File: src/rtl/rcv_unstuff_shift_pkg.sv
// rcv_pkg: shared types and constants for the USB receive unstuff/shift path.
//   unstuff_state_t : IDLE / SHIFT / ERR state encoding
//   USB_MAX_ONES    : consecutive 1s that force a stuffed 0
//   USB_BYTE_W      : receive byte width
package rcv_pkg;

  localparam int USB_MAX_ONES = 6;
  localparam int USB_BYTE_W   = 8;

  typedef enum logic [1:0] {
    IDLE  = 2'd0,
    SHIFT = 2'd1,
    ERR   = 2'd2
  } unstuff_state_t;

endpackage

File: src/rtl/rcv_unstuff_shift_if.sv
// rcv_unstuff_shift_if: bit-in / byte-out bundle between the NRZI decoder
// side and the receive byte FSM side.
//   master : drives d_prim, bit_strobe, packet_done; observes the byte outputs
//   slave  : the unstuff/shift stage itself
interface rcv_unstuff_shift_if #(
  parameter int DATA_W = 8
);

  logic              d_prim;
  logic              bit_strobe;
  logic              packet_done;
  logic [DATA_W-1:0] rx_byte;
  logic              byte_valid;
  logic              stuff_err;
  logic              partial_err;

  modport master (
    output d_prim, bit_strobe, packet_done,
    input  rx_byte, byte_valid, stuff_err, partial_err
  );

  modport slave (
    input  d_prim, bit_strobe, packet_done,
    output rx_byte, byte_valid, stuff_err, partial_err
  );

endinterface

File: src/rtl/rcv_unstuff_shift_ones.sv
// rcv_ones_counter: counts consecutive 1 data bits and flags when the next
// bit on the wire must be a stuffed 0.
//   clk, rst  : clock, async active-high reset
//   clear     : return count to 0 (packet end or stuff bit consumed)
//   data_en   : a data bit is being accepted this cycle
//   d         : value of that data bit
//   stuff_due : count has reached MAX_ONES
module rcv_ones_counter
  import rcv_pkg::*;
#(
  parameter int MAX_ONES = USB_MAX_ONES
) (
  input  logic clk,
  input  logic rst,
  input  logic clear,
  input  logic data_en,
  input  logic d,
  output logic stuff_due
);

  localparam int CW = $clog2(MAX_ONES + 1);

  logic [CW-1:0] ones_cnt;

  // Not cleared on byte completion: a run of 1s may straddle two bytes.
  always_ff @(posedge clk or posedge rst) begin
    if (rst) begin
      ones_cnt <= '0;
    end else if (clear) begin
      ones_cnt <= '0;
    end else if (data_en) begin
      ones_cnt <= d ? ones_cnt + CW'(1) : '0;
    end
  end

  assign stuff_due = (ones_cnt == CW'(MAX_ONES));

endmodule

File: src/rtl/rcv_unstuff_shift.sv
// rcv_unstuff_shift: removes USB stuff bits from the decoded stream and packs
// the surviving bits LSB-first into bytes.
//   clk, rst : clock, async active-high reset
//   bus      : slave side of rcv_unstuff_shift_if
//              in : d_prim, bit_strobe, packet_done
//              out: rx_byte, byte_valid (pulse), stuff_err (sticky),
//                   partial_err (pulse)
module rcv_unstuff_shift
  import rcv_pkg::*;
#(
  parameter int DATA_W   = USB_BYTE_W,
  parameter int MAX_ONES = USB_MAX_ONES
) (
  input  logic                clk,
  input  logic                rst,
  rcv_unstuff_shift_if.slave  bus
);

  localparam int              BW   = $clog2(DATA_W);
  localparam logic [BW-1:0]   LAST = BW'(DATA_W - 1);

  unstuff_state_t    state;
  logic [BW-1:0]     bit_cnt;
  logic [DATA_W-1:0] sr;
  logic [DATA_W-1:0] rx_byte_q;
  logic              byte_valid_q;
  logic              stuff_err_q;
  logic              partial_err_q;

  logic stuff_due;
  logic take;
  logic data_en;
  logic stuff_bit;
  logic violation;

  // packet_done has priority over a coincident strobe; ERR ignores strobes.
  assign take      = bus.bit_strobe && !bus.packet_done && (state != ERR);
  assign data_en   = take && !stuff_due;
  assign stuff_bit = take &&  stuff_due && !bus.d_prim;
  assign violation = take &&  stuff_due &&  bus.d_prim;

  rcv_ones_counter #(
    .MAX_ONES (MAX_ONES)
  ) u_ones (
    .clk       (clk),
    .rst       (rst),
    .clear     (bus.packet_done || stuff_bit),
    .data_en   (data_en),
    .d         (bus.d_prim),
    .stuff_due (stuff_due)
  );

  always_ff @(posedge clk or posedge rst) begin
    if (rst) begin
      state         <= IDLE;
      bit_cnt       <= '0;
      sr            <= '0;
      rx_byte_q     <= '0;
      byte_valid_q  <= 1'b0;
      stuff_err_q   <= 1'b0;
      partial_err_q <= 1'b0;
    end else begin
      byte_valid_q  <= 1'b0;
      partial_err_q <= 1'b0;
      if (bus.packet_done) begin
        partial_err_q <= (state == SHIFT) && (bit_cnt != '0);
        bit_cnt       <= '0;
        sr            <= '0;
        stuff_err_q   <= 1'b0;
        state         <= IDLE;
      end else if (violation) begin
        stuff_err_q <= 1'b1;
        state       <= ERR;
      end else if (data_en) begin
        sr    <= {bus.d_prim, sr[DATA_W-1:1]};
        state <= SHIFT;
        if (bit_cnt == LAST) begin
          rx_byte_q    <= {bus.d_prim, sr[DATA_W-1:1]};
          byte_valid_q <= 1'b1;
          bit_cnt      <= '0;
        end else begin
          bit_cnt <= bit_cnt + BW'(1);
        end
      end
    end
  end

  assign bus.rx_byte     = rx_byte_q;
  assign bus.byte_valid  = byte_valid_q;
  assign bus.stuff_err   = stuff_err_q;
  assign bus.partial_err = partial_err_q;

endmodule

File: src/flat_wrapper.sv
// flat-port wrapper written by rule: the top's interface ports become plain ports
module rcv_unstuff_shift_flat import rcv_pkg::*;
#(
  parameter int DATA_W   = USB_BYTE_W,
  parameter int MAX_ONES = USB_MAX_ONES
)
  (clk, rst, bus_d_prim, bus_bit_strobe, bus_packet_done, bus_rx_byte, bus_byte_valid, bus_stuff_err, bus_partial_err);
  rcv_unstuff_shift_if #(.DATA_W(DATA_W)) bus_i ();
  input  logic clk;
  input  logic rst;
  input wire logic [$bits(bus_i.d_prim)-1:0] bus_d_prim;
  input wire logic [$bits(bus_i.bit_strobe)-1:0] bus_bit_strobe;
  input wire logic [$bits(bus_i.packet_done)-1:0] bus_packet_done;
  output wire logic [$bits(bus_i.rx_byte)-1:0] bus_rx_byte;
  output wire logic [$bits(bus_i.byte_valid)-1:0] bus_byte_valid;
  output wire logic [$bits(bus_i.stuff_err)-1:0] bus_stuff_err;
  output wire logic [$bits(bus_i.partial_err)-1:0] bus_partial_err;
  assign bus_i.d_prim = bus_d_prim;
  assign bus_i.bit_strobe = bus_bit_strobe;
  assign bus_i.packet_done = bus_packet_done;
  assign bus_rx_byte = bus_i.rx_byte;
  assign bus_byte_valid = bus_i.byte_valid;
  assign bus_stuff_err = bus_i.stuff_err;
  assign bus_partial_err = bus_i.partial_err;
  rcv_unstuff_shift #(.DATA_W(DATA_W), .MAX_ONES(MAX_ONES)) u_core (.clk(clk), .rst(rst), .bus(bus_i));
endmodule
File: config.mk
export PLATFORM = sky130hd
export DESIGN_NAME = rcv_unstuff_shift_flat
export DESIGN_NICKNAME = d
export VERILOG_FILES = /design/src/rtl/rcv_unstuff_shift_pkg.sv /design/src/rtl/rcv_unstuff_shift_if.sv /design/src/rtl/rcv_unstuff_shift_ones.sv /design/src/rtl/rcv_unstuff_shift.sv /design/src/flat_wrapper.sv
export SDC_FILE = /design/constraint.sdc
export NUM_CORES = 1
export LEC_CHECK = 0
export BUFFER_PORTS_ARGS = -buffer_cell sky130_fd_sc_hd__buf_2
export CAP_MARGIN = 40
export CORE_ASPECT_RATIO = 1.75
export CORE_MARGIN = 2
export CORE_UTILIZATION = 40
export DETAILED_ROUTE_END_ITERATION = 16
export MAX_ROUTING_LAYER = met4
export SYNTH_ARGS = -nofsm -noshare
export SYNTH_HDL_FRONTEND = slang
export SYNTH_SLANG_ARGS = --single-unit
File: constraint.sdc
create_clock -name clk -period 1.6 [get_ports clk]
set_clock_uncertainty 0.15 [all_clocks]
set_input_delay 0.16 -clock clk [delete_from_list [all_inputs] [get_ports clk]]
set_output_delay 0.16 -clock clk [all_outputs]
set_load 0.02 [all_outputs]
* Word-level counts from Yosys, hierarchy flattened *
Index checks and enable logic that the tools add are counted.

cells by class
  add/sub/neg operators = 2
  eq/ne operators = 5
  mux-type cells = 20
  reduce and logical (&&, ||, !) cells = 18
  bitwise gates (word level) = 2

operator list
  kind                                            count
  two-way mux 8 bit                               3
  two-way mux 3 bit                               7
  logical AND 1 bit                               7
  two-way mux 1 bit                               7
  adder 3 x 1 -> 3 bit (second input constant)    2
  == test 3 bit (second input constant)           2
  two-way mux 2 bit                               3
  nonzero test 2 bit                              3
  nonzero test 3 bit                              2
  != test 2 bit (second input constant)           2
  AND reduction 4 bit                             1
  logical NOT 1 bit                               3
  == test 2 x 1 -> 1 bit (second input constant)  1
  NOT 1 bit                                       2
  AND reduction 2 bit                             1
  logical OR 1 bit                                1

storage, ports and cells
  output and inout port bits = 11
  flip-flop bits (word level) = 27
  input port bits = 5
  word-level logic and storage cells = 55

* Longest topological paths before layout *
Gate-level depths: netlist (run 1).

  depth in word-level cells = 7
  mapped depth = 6
  mapped depth without buffers = 5

* Hierarchy *
Synthesis (run 1) repeated with hierarchy kept, for this count alone.

second synthesis, totals
  cell total of the unflattened synthesis = 100
  area, all modules = 1268.7 um2

modules (own cells, without submodules)
  module             area an instance (um2)  times used  cells each  sequential area each (um2)
  rcv_unstuff_shift  1092.3                  1           81          575.6
  rcv_ones_counter   176.4                   1           19          75.1

* Least setup slack after synthesis (run 1) *
No wires, ideal clock.

  path kind = register -> register
  start = reg u_core.u_ones.ones_cnt[0]
  end = reg u_core.sr[4]
  setup time = 0.125 ns
  stages on the path, launching flop included = 6
  buffers on the path = 0
  data required time = 1.325 ns
  slack = 0.006 ns
  arrival = 1.319 ns
  clock period less this slack = 1.594 ns
  cell sequence = dfrtp_1 inv_1 ha_1 nand2_1 nand3_1 mux2_2

between the ends
  word-level cells in the longest chain between the ends = 5
  elaborated cells on any way between the ends = 8
  those cells by class = eq/ne: 2; reduce/logical: 6

ends and longest elaborated chain
  item                                                                  RTL line                                          RTL
  from (decl)                                                           rcv_unstuff_shift_ones.sv:23                      logic [CW-1:0] ones_cnt;
  from (signal assigned)                                                rcv_unstuff_shift_ones.sv:32                      ones_cnt <= d ? ones_cnt + CW'(1) : '0;
  == test 3 bit *                                                       rcv_unstuff_shift_ones.sv:36                      assign stuff_due = (ones_cnt == CW'(MAX_ONES));
  logical AND 1 bit / logical NOT 1 bit (equally long branches)         rcv_unstuff_shift.sv:40, rcv_unstuff_shift.sv:38
  logical AND 1 bit, on equally long branches                           rcv_unstuff_shift.sv:40, rcv_unstuff_shift.sv:38
  != test 2 bit (no line) / nonzero test 2 bit (equally long branches)  -
  AND reduction 2 bit (no line) *                                       -
  to (signal assigned)                                                  rcv_unstuff_shift.sv:75                           sr <= {bus.d_prim, sr[DATA_W-1:1]};
  to (decl)                                                             rcv_unstuff_shift.sv:24                           logic [DATA_W-1:0] sr;

Every way passes the cells marked *; elsewhere a longest branch is shown, timed or not.
A chain may end at the register's enable or synchronous reset.

* Worst setup path in the final report (run 1) *
  start = reg u_core.bit_cnt[0]
  end = reg u_core.rx_byte_q[0], in the netlist u_core.bus.rx_byte[0]

between the ends
  word-level cells in the longest chain between the ends = 2

ends and longest elaborated chain
  item                           RTL line                 RTL
  from (decl)                    rcv_unstuff_shift.sv:23  logic [BW-1:0] bit_cnt;
  from (signal assigned)         rcv_unstuff_shift.sv:82  bit_cnt <= bit_cnt + BW'(1);
  == test 3 bit                  rcv_unstuff_shift.sv:77  if (bit_cnt == LAST) begin
  AND reduction 4 bit (no line)  -
  to (signal assigned)           rcv_unstuff_shift.sv:78  rx_byte_q <= {bus.d_prim, sr[DATA_W-1:1]};
  to (decl)                      rcv_unstuff_shift.sv:25  logic [DATA_W-1:0] rx_byte_q;

Every way passes these cells.

==> impl_results.md, run 1 <==
* Worst Setup End Kind: flop
* Num CTS Buffers at 3
* Io pins at 16
* Final Cycle Share at 97.4%
* Filler cell count at 252
* Crit Path Max Fanout at 4
* Largest net degree at the start of global routing at 27
* Antenna Violating Nets Remaining at 0
* Lkg Pwr at 0.775 nW
* Critical Path Slowest Stage Cell: dfrtp_1
* Worst r2r path cells at 4
* Fin nets at 145
* Gr ovfl total at 0
* Layout cell share with drive strength beyond 1 at ~45%
* Final setup viols at 0
* WL/cell at 15.5 um
* Crit path time final at 1.56 ns
* Die area at 3470 um2
* Clk_lat worst skew at ~0.27 ns
* Starting Density at between 40% and 50%
* Gr usage total at 16.2%
* Slew Viols, Final at 0
* Register Area at 651 um2
* Worst path cell trace: ha_1 -> ha_2 -> nand4_2 -> mux2_2
* WP depth at 4
* RSZ-0062 raised after global routing: true
* TritonCTS clock tree: built
* Worst path buffer plus inverter count at 0
* Final weighted congestion of routability-driven global placement at 0.823
* CP required at 1.61 ns
* Area grow syn2layout at 31.4%
* Core Box Area at 2900 um2
* Die Span Y at around 76 um
* First-pass GRT wire length at slightly above 4000 um
* PwrDens at 864 nW/um2
* Inserted Diodes at 0
* Post-layout util at 54.5%
* Syn Nets at 113
* FF+latch count, synth at 26
* Seq/Total Area, Yosys at 54.2%
* TritonRoute pass-1 iters at 4
* Yosys warnings at 0
* Drt drc at 0
* Worst-margin pin slew at 0.530 ns
* H-tree depth at 1
* Syn Std Cell Area at 1200 um2
* Outcome: completed
* Syn avg cell area at 11.7 um2
* Layout Cells excl Fill at 162
* Critical Path Source Type: flop
* Multi-input gate area at 583 um2
* Initial antenna violation count at 0
* Cell count after placement at around 150
* Clk root buf: clkbuf_8
* Post-Synthesis Cells at 103
* Die width at between 40 and 50 um
* Via count at 912
* Row count at 26
* Hold Path Cell Cnt at 3
* Number of port buffers at 15
* Library cells used by synthesis at 27
* DRT Wirelength at ~2500 um
* Clk buf depth at 2
* Final HPWL DP at 1740 um
* HP Class: primary input to flop
* CP top delay family: adder cells
* Slew HR at about 64%
* Vias per cell at about 5.6
* Crit path DAT at 1.57 ns
* CTS Sinks at 26
* Hold Vio Cnt, Final at 0
* Max-cap violation count at 0
* Max incr delay on CP at 0.39 ns
* CP Class: flop to flop
* CTS clk-pin slew, worst paths at ~0.090 ns
* Starting DRC count in detailed routing at 11
* Vias in the first global route at 862
* Maximum vdd ir drop at 0.577 mV
* Fmax at 642 MHz
* Hold_ws at 0.0542 ns
-- sequential cells by signal, summed over array words and instances, names as in the netlist --
name                    count
u_core.u_ones.ones_cnt      3
u_core.bus.partial_err      1
u_core.bus.stuff_err        1
u_core.bus.byte_valid       1
u_core.bus.rx_byte          8
u_core.sr                   7
u_core.state                2
u_core.bit_cnt              3
-- cells by family (layout without fill, tap and decap cells) --
kind of cell | count (synthesis) | after routing | synth area share (%)
buf+inv | 16 | 46 | 5.62
simple gates | 22 | 23 | 11.8
compound gates | 25 | 25 | 14.9
fa+ha+maj | 5 | 5 | 5.21
mux | 9 | 9 | 8.33
flops | 26 | 26 | 54.2
-- layout make-up --
class / instances / share of cell area (%)
Clock inverter: 1 / 1.90
Clock buffer: 3 / 2.62
Tap cell: 28 / 2.22
Multi-Input combinational cell: 62 / 37.0
Sequential cell: 26 / 41.2
Inverter: 12 / 2.85
Timing Repair Buffer: 30 / 12.2
-- synth_stat cells --
master,count,area (um2)
nand4_4,1,21.3
a311oi_1,1,8.76
mux2_2,8,90.1
clkbuf_1,2,7.51
o31ai_1,4,30.0
nand2_1,5,18.8
nor3_1,1,5.00
nor2b_1,3,18.8
a31oi_1,1,6.26
and2_1,1,6.26
mux2i_1,1,10.0
nand4_1,3,18.8
o2bb2ai_1,1,8.76
inv_1,12,45.0
ha_1,5,62.6
nand2b_1,1,6.26
a31o_2,1,8.76
o311ai_0,7,61.3
and3_1,1,6.26
a21oi_1,1,5.00
nand3_1,3,15.0
buf_4,2,15.0
and2b_2,2,17.5
and3_2,1,7.51
o21ai_0,7,35.0
dfrtp_1,26,651
o211ai_1,2,15.0
-- report_power, final --
group | switching, mW | internal, mW | leakage (nW)
Sequential | 0.00992 | 0.673 | 0.353
Clock | 0.208 | 0.335 | 0.0357
Combinational | 0.0815 | 0.0552 | 0.387
Total | 0.299 | 1.06 | 0.775
-- routing by layer --
layer / wire length, um / vias up / global-route usage (%)
li1: - / 442 / -
met1: 1030 / 449 / 20.0
met2: 1380 / 16 / 25.4
met3: 58 / 5 / 2.37
met4: 50 / 0 / 7.06
met5: 0 / - / -
-- tightest hold or removal path: cells and delay by family --
family / cells / cell delay [ns]
compound gates: 1 / 0.05
buf+inv: 2 / 0.23
-- what timing repair did --
action | CTS | global route
hold endpoints to repair | 27 | 0
pin swaps | 0 | 3
resized for setup | 5 | 21
setup endpoints to repair | 11 | 16
gates cloned | 0 | 1
hold buffers | 2 | 0
buffers inserted | 0 | 1
-- stage by stage --
| step | setup TNS (ns) | instance area (um2) | power, mW | setup WS, ns |
|---|---|---|---|---|
| final | 0 | 1580 | 1.36 | 0.0420 |
| after global routing | -0.00396 | 1580 | 1.42 | -0.00396 |
| after CTS | 0 | 1490 | 1.36 | 0.00598 |
| after detailed placement | -0.163 | 1380 | 0.814 | -0.0562 |
| after global placement | -0.00412 | 1380 | 0.812 | -0.00412 |
| after floorplan | 0 | 1200 | 0.763 | 0.00645 |
-- cells in the final DEF (no fill, tap or decap), types with 2 or more instances in the layout --
cell	netlist	final
dlygate4sd3_1	0	2
nand2_1	5	4
buf_2	0	15
buf_4	2	13
nand3_1	3	2
o311ai_2	0	4
nand4_1	3	3
nor2b_1	3	2
mux2_2	8	8
clkbuf_8	0	3
inv_1	12	11
ha_1	5	3
o31ai_1	4	4
dfrtp_1	26	26
and2b_2	2	2
o211ai_1	2	2
o21ai_0	7	5
o21ai_1	0	2
-- final timing paths --
kind	from	to	slack, ns
max reg2reg	u_core.bit_cnt[0]	u_core.bus.rx_byte[0]	0.04
min	bus_packet_done	u_core.u_ones.ones_cnt[2]	0.05
min in group asynchronous	rst	u_core.bus.partial_err	0.33
min reg2reg	u_core.bus.stuff_err	u_core.bus.stuff_err	0.34
max in group asynchronous	rst	u_core.bus.rx_byte[0]	0.73
max	u_core.bit_cnt[0]	u_core.bus.rx_byte[0]	0.04
(Power assumes the default switching activity.)
==> run 2: changes to the inputs <==
Settings changed: ABC_AREA set to 1.
==> run 2 against run 1 <==
  * Register-to-register slack improved by 0.08 ns
  * Area after synthesis shrank 2.8%
  * Worst setup slack better by 0.078 ns
  * Largest power group unchanged
  * Clock power down 35%
  * Critical endpoint is now u_core.u_ones.ones_cnt[2]
  * Largest cell class unchanged
  * Via count is 6.1% lower
==> impl_results.md, run 2 <==
* Post-route setup slack at 0.120 ns (was 0.0420 ns)
* Num CTS Buffers at 3 (unchanged)
* Gr ovfl total at 0 (unchanged)
* Starting Density at 40.8% (was 41.5%)
* Layout cell share with drive strength beyond 1 at 29.1% (was 44.8%)
* Cell count after placement at 163 (was 154)
* Lkg Pwr at 0.736 nW (was 0.775 nW)
* Antenna Violating Nets Remaining at 0 (unchanged)
* Asr flop ratio synth at 100% (unchanged)
* Primary FF master, synth: dfrtp_1 (unchanged)
* Yosys warnings at 0 (unchanged)
* Syn Nets at 128 (was 113)
* Syn Std Cell Area at 1170 um2 (was 1200 um2)
* Seq/Total Area, Yosys at 55.7% (was 54.2%)
* Drt drc at 0 (unchanged)
* Most frequent cells in the layout: dfrtp_1, nand2_1, inv_1 (was dfrtp_1, buf_2, buf_4)
* EDFF count, synth at 0 (unchanged)
* Die area at 3380 um2 (was 3470 um2)
* Clk root buf: clkbuf_8 (unchanged)
* CP Class: flop to flop (unchanged)
* Critical Path Slowest Stage Cell: dfrtp_1 (unchanged)
* Io pins at 16 (unchanged)
* Top-count cell post-synth: dfrtp_1 (unchanged)
* Met3 global-route usage at 2.61% (was 2.37%)
* Number of port buffers at 15 (unchanged)
* Starting DRC count in detailed routing at 31 (was 11)
* CTS Sinks at 26 (unchanged)
* Gr busiest metal: met2 (unchanged)
* Maximum vdd ir drop at 0.574 mV (was 0.577 mV)
* DP Worst Slack at 0.0704 ns (was -0.0562 ns)
* Critical Path Source Type: flop (unchanged)
* Max FFs per register at 8 (unchanged)
* CTS clk-pin slew, worst paths at 0.08 ns (was 0.09 ns)
* Worst-margin pin slew at 0.326 ns (was 0.530 ns)
* Leading cell type in the layout, fill and taps excluded: dfrtp_1 (unchanged)
* Inserted Diodes at 0 (unchanged)
* Setup TNS Final at 0 ns (unchanged)
* Crit path DAT at 1.49 ns (was 1.57 ns)
* Core Box Area at 2860 um2 (was 2900 um2)
* Crit Path Max Fanout at 6 (was 4)
* Syn avg cell area at 9.89 um2 (was 11.7 um2)
* Post-route cell area at 1360 um2 (was 1580 um2)
* Area grow syn2layout at 16.7% (was 31.4%)
* Fmax at 676 MHz (was 642 MHz)
* Area contributors post-synth: dfrtp_1, nand2_1, inv_1 (was dfrtp_1, mux2_2, ha_1)
* M1 GR Usage at 17.6% (was 20.0%)
* Vias in the first global route at 813 (was 862)
* Max incr delay on CP at 0.41 ns (was 0.39 ns)
* PwrDens at 832 nW/um2 (was 864 nW/um2)
* Final HPWL DP at 1470 um (was 1740 um)
* Max-cap violation count at 0 (unchanged)
* Final Cycle Share at 92.5% (was 97.4%)
* Final weighted congestion of routability-driven global placement at 0.765 (was 0.823)
* Die width at 44.8 um (was 45.4 um)
* Die Span Y at 75.5 um (was 76.5 um)
* DRT Wirelength at 1980 um (was 2520 um)
* Largest net degree at the start of global routing at 27 (unchanged)
* H-tree depth at 1 (unchanged)
* Clk buf depth at 2 (unchanged)
* Outcome: completed (unchanged)
* Post-Synthesis Cells at 118 (was 103)
* Hold_ws at 0.0278 ns (was 0.0542 ns)
* Most frequent CP cell: inv_2
* Layout Cells excl Fill at 169 (was 162)
* Gr usage total at 14.7% (was 16.2%)
* Worst path cell trace: inv_2 -> ha_2 -> nand2_2 -> inv_2 -> nand4_1 -> nand3_1 -> nand2_1 (was ha_1 -> ha_2 -> nand4_2 -> mux2_2)
* Top post-synthesis cells by count: dfrtp_1, nand2_1, inv_1 (was dfrtp_1, inv_1, mux2_2)
* TritonCTS clock tree: built (unchanged)
* Fin nets at 153 (was 145)
* Library cells used by synthesis at 19 (was 27)
* HP Class: primary input to flop (unchanged)
* Vias per cell at 5.07 (was 5.63)
* Via count at 856 (was 912)
* Synth area leader: dfrtp_1 (unchanged)
* First-pass GRT wire length at 3590 um (was 4110 um)
* Slew HR at 78.3% (was 64.5%)
* Top cell type's share of synthesized area at 55.7% (was 54.2%)
* Row count at 26 (unchanged)
* Hold Vio Cnt, Final at 0 (unchanged)
* Initial antenna violation count at 0 (unchanged)
* FF+latch count, synth at 26 (unchanged)
* TritonRoute pass-1 iters at 4 (unchanged)
* CP required at 1.61 ns (about the same)
* WL/cell at 11.7 um (was 15.5 um)
* Worst Setup End Kind: flop (unchanged)
* Clk_lat worst skew at 0.26 ns (was 0.27 ns)
* Cell Area, Placed at 1290 um2 (was 1380 um2)
* Final setup viols at 0 (unchanged)
* M2 GR Usage at 23.8% (was 25.4%)
* Crit path time final at 1.48 ns (was 1.56 ns)
* Slew Viols, Final at 0 (unchanged)
## run 2: cell count changes in the layout (fill, tap and decap cells not counted), sizes merged, moves of 5 or more
| cell | delta |
|---|---|
| nor2 | +5 |
| mux2 | -8 |
| buf | -7 |
| nand2 | +22 |
| o22ai | +5 |
| o311ai | -7 |
| inv | +10 |
| o21ai | +6 |
## run 2: cell families after synthesis
logic type | after synthesis | synth area share (%)
AO/OA/AOI/OAI | 20 | 11.9
AND/OR/NAND/NOR | 43 | 18.1
flip-flops | 26 | 55.7
buffers and inverters | 24 | 8.90
adder cells (fa/ha/maj) | 5 | 5.36
## run 2: final timing paths
path                                             endpoint  cells past startpoint                      start  slack [ns]
worst max-delay path            u_core.u_ones.ones_cnt[2]                      7  u_core.u_ones.ones_cnt[0]        0.12
worst min-delay path                         u_core.sr[7]                      3                 bus_d_prim        0.03
worst max register to register  u_core.u_ones.ones_cnt[2]                      7  u_core.u_ones.ones_cnt[0]        0.12
worst min register to register      u_core.bus.rx_byte[1]                      2      u_core.bus.rx_byte[1]        0.33
max in group asynchronous           u_core.bus.rx_byte[2]                      4                        rst        0.72
min in group asynchronous            u_core.bus.stuff_err                      4                        rst        0.34
## run 2: stage by stage
| stage | utilization, % | total power [mW] |
|---|---|---|
| after floorplan | - | 0.757 |
| after global placement | 45.1 | 0.789 |
| after detailed placement | 45.1 | 0.792 |
| after CTS | 46.9 | 1.15 |
| after global routing | 47.6 | 1.19 |
| final | 47.6 | 1.13 |
## run 2: repair_timing
item	in CTS	in global routing
endpoints found under the hold margin	26	0
buffers inserted	0	2
hold buffers	1	0
endpoints found under the setup margin	0	18
gates resized for setup	0	4
## run 2: final cells by class
cell class / instances / area [um2]
Inverter: 22 / 87.6
Sequential cell: 26 / 651
Multi-Input combinational cell: 68 / 418
Tap cell: 28 / 35.0
Fill cell: 282 / 1500
Clock buffer: 3 / 41.3
Timing Repair Buffer: 22 / 130
## run 2: worst max-delay path, delay by kind of cell (launching register included)
kind	cells	cell delay [ns]
flops	1	0.41
buf+inv	2	0.13
fa+ha+maj	1	0.16
simple gates	4	0.51
## run 2: per-layer routing
layer,vias up,share of wire (%)
li1,432,-
met1,405,44
met3,2,3.3
met4,0,1.0
met2,17,52
met5,-,0
## run 2: where the power goes
group | switching, mW | internal [mW]
clock | 0.184 | 0.168
sequential | 0.00910 | 0.672
combinational | 0.0650 | 0.0354
total | 0.258 | 0.875
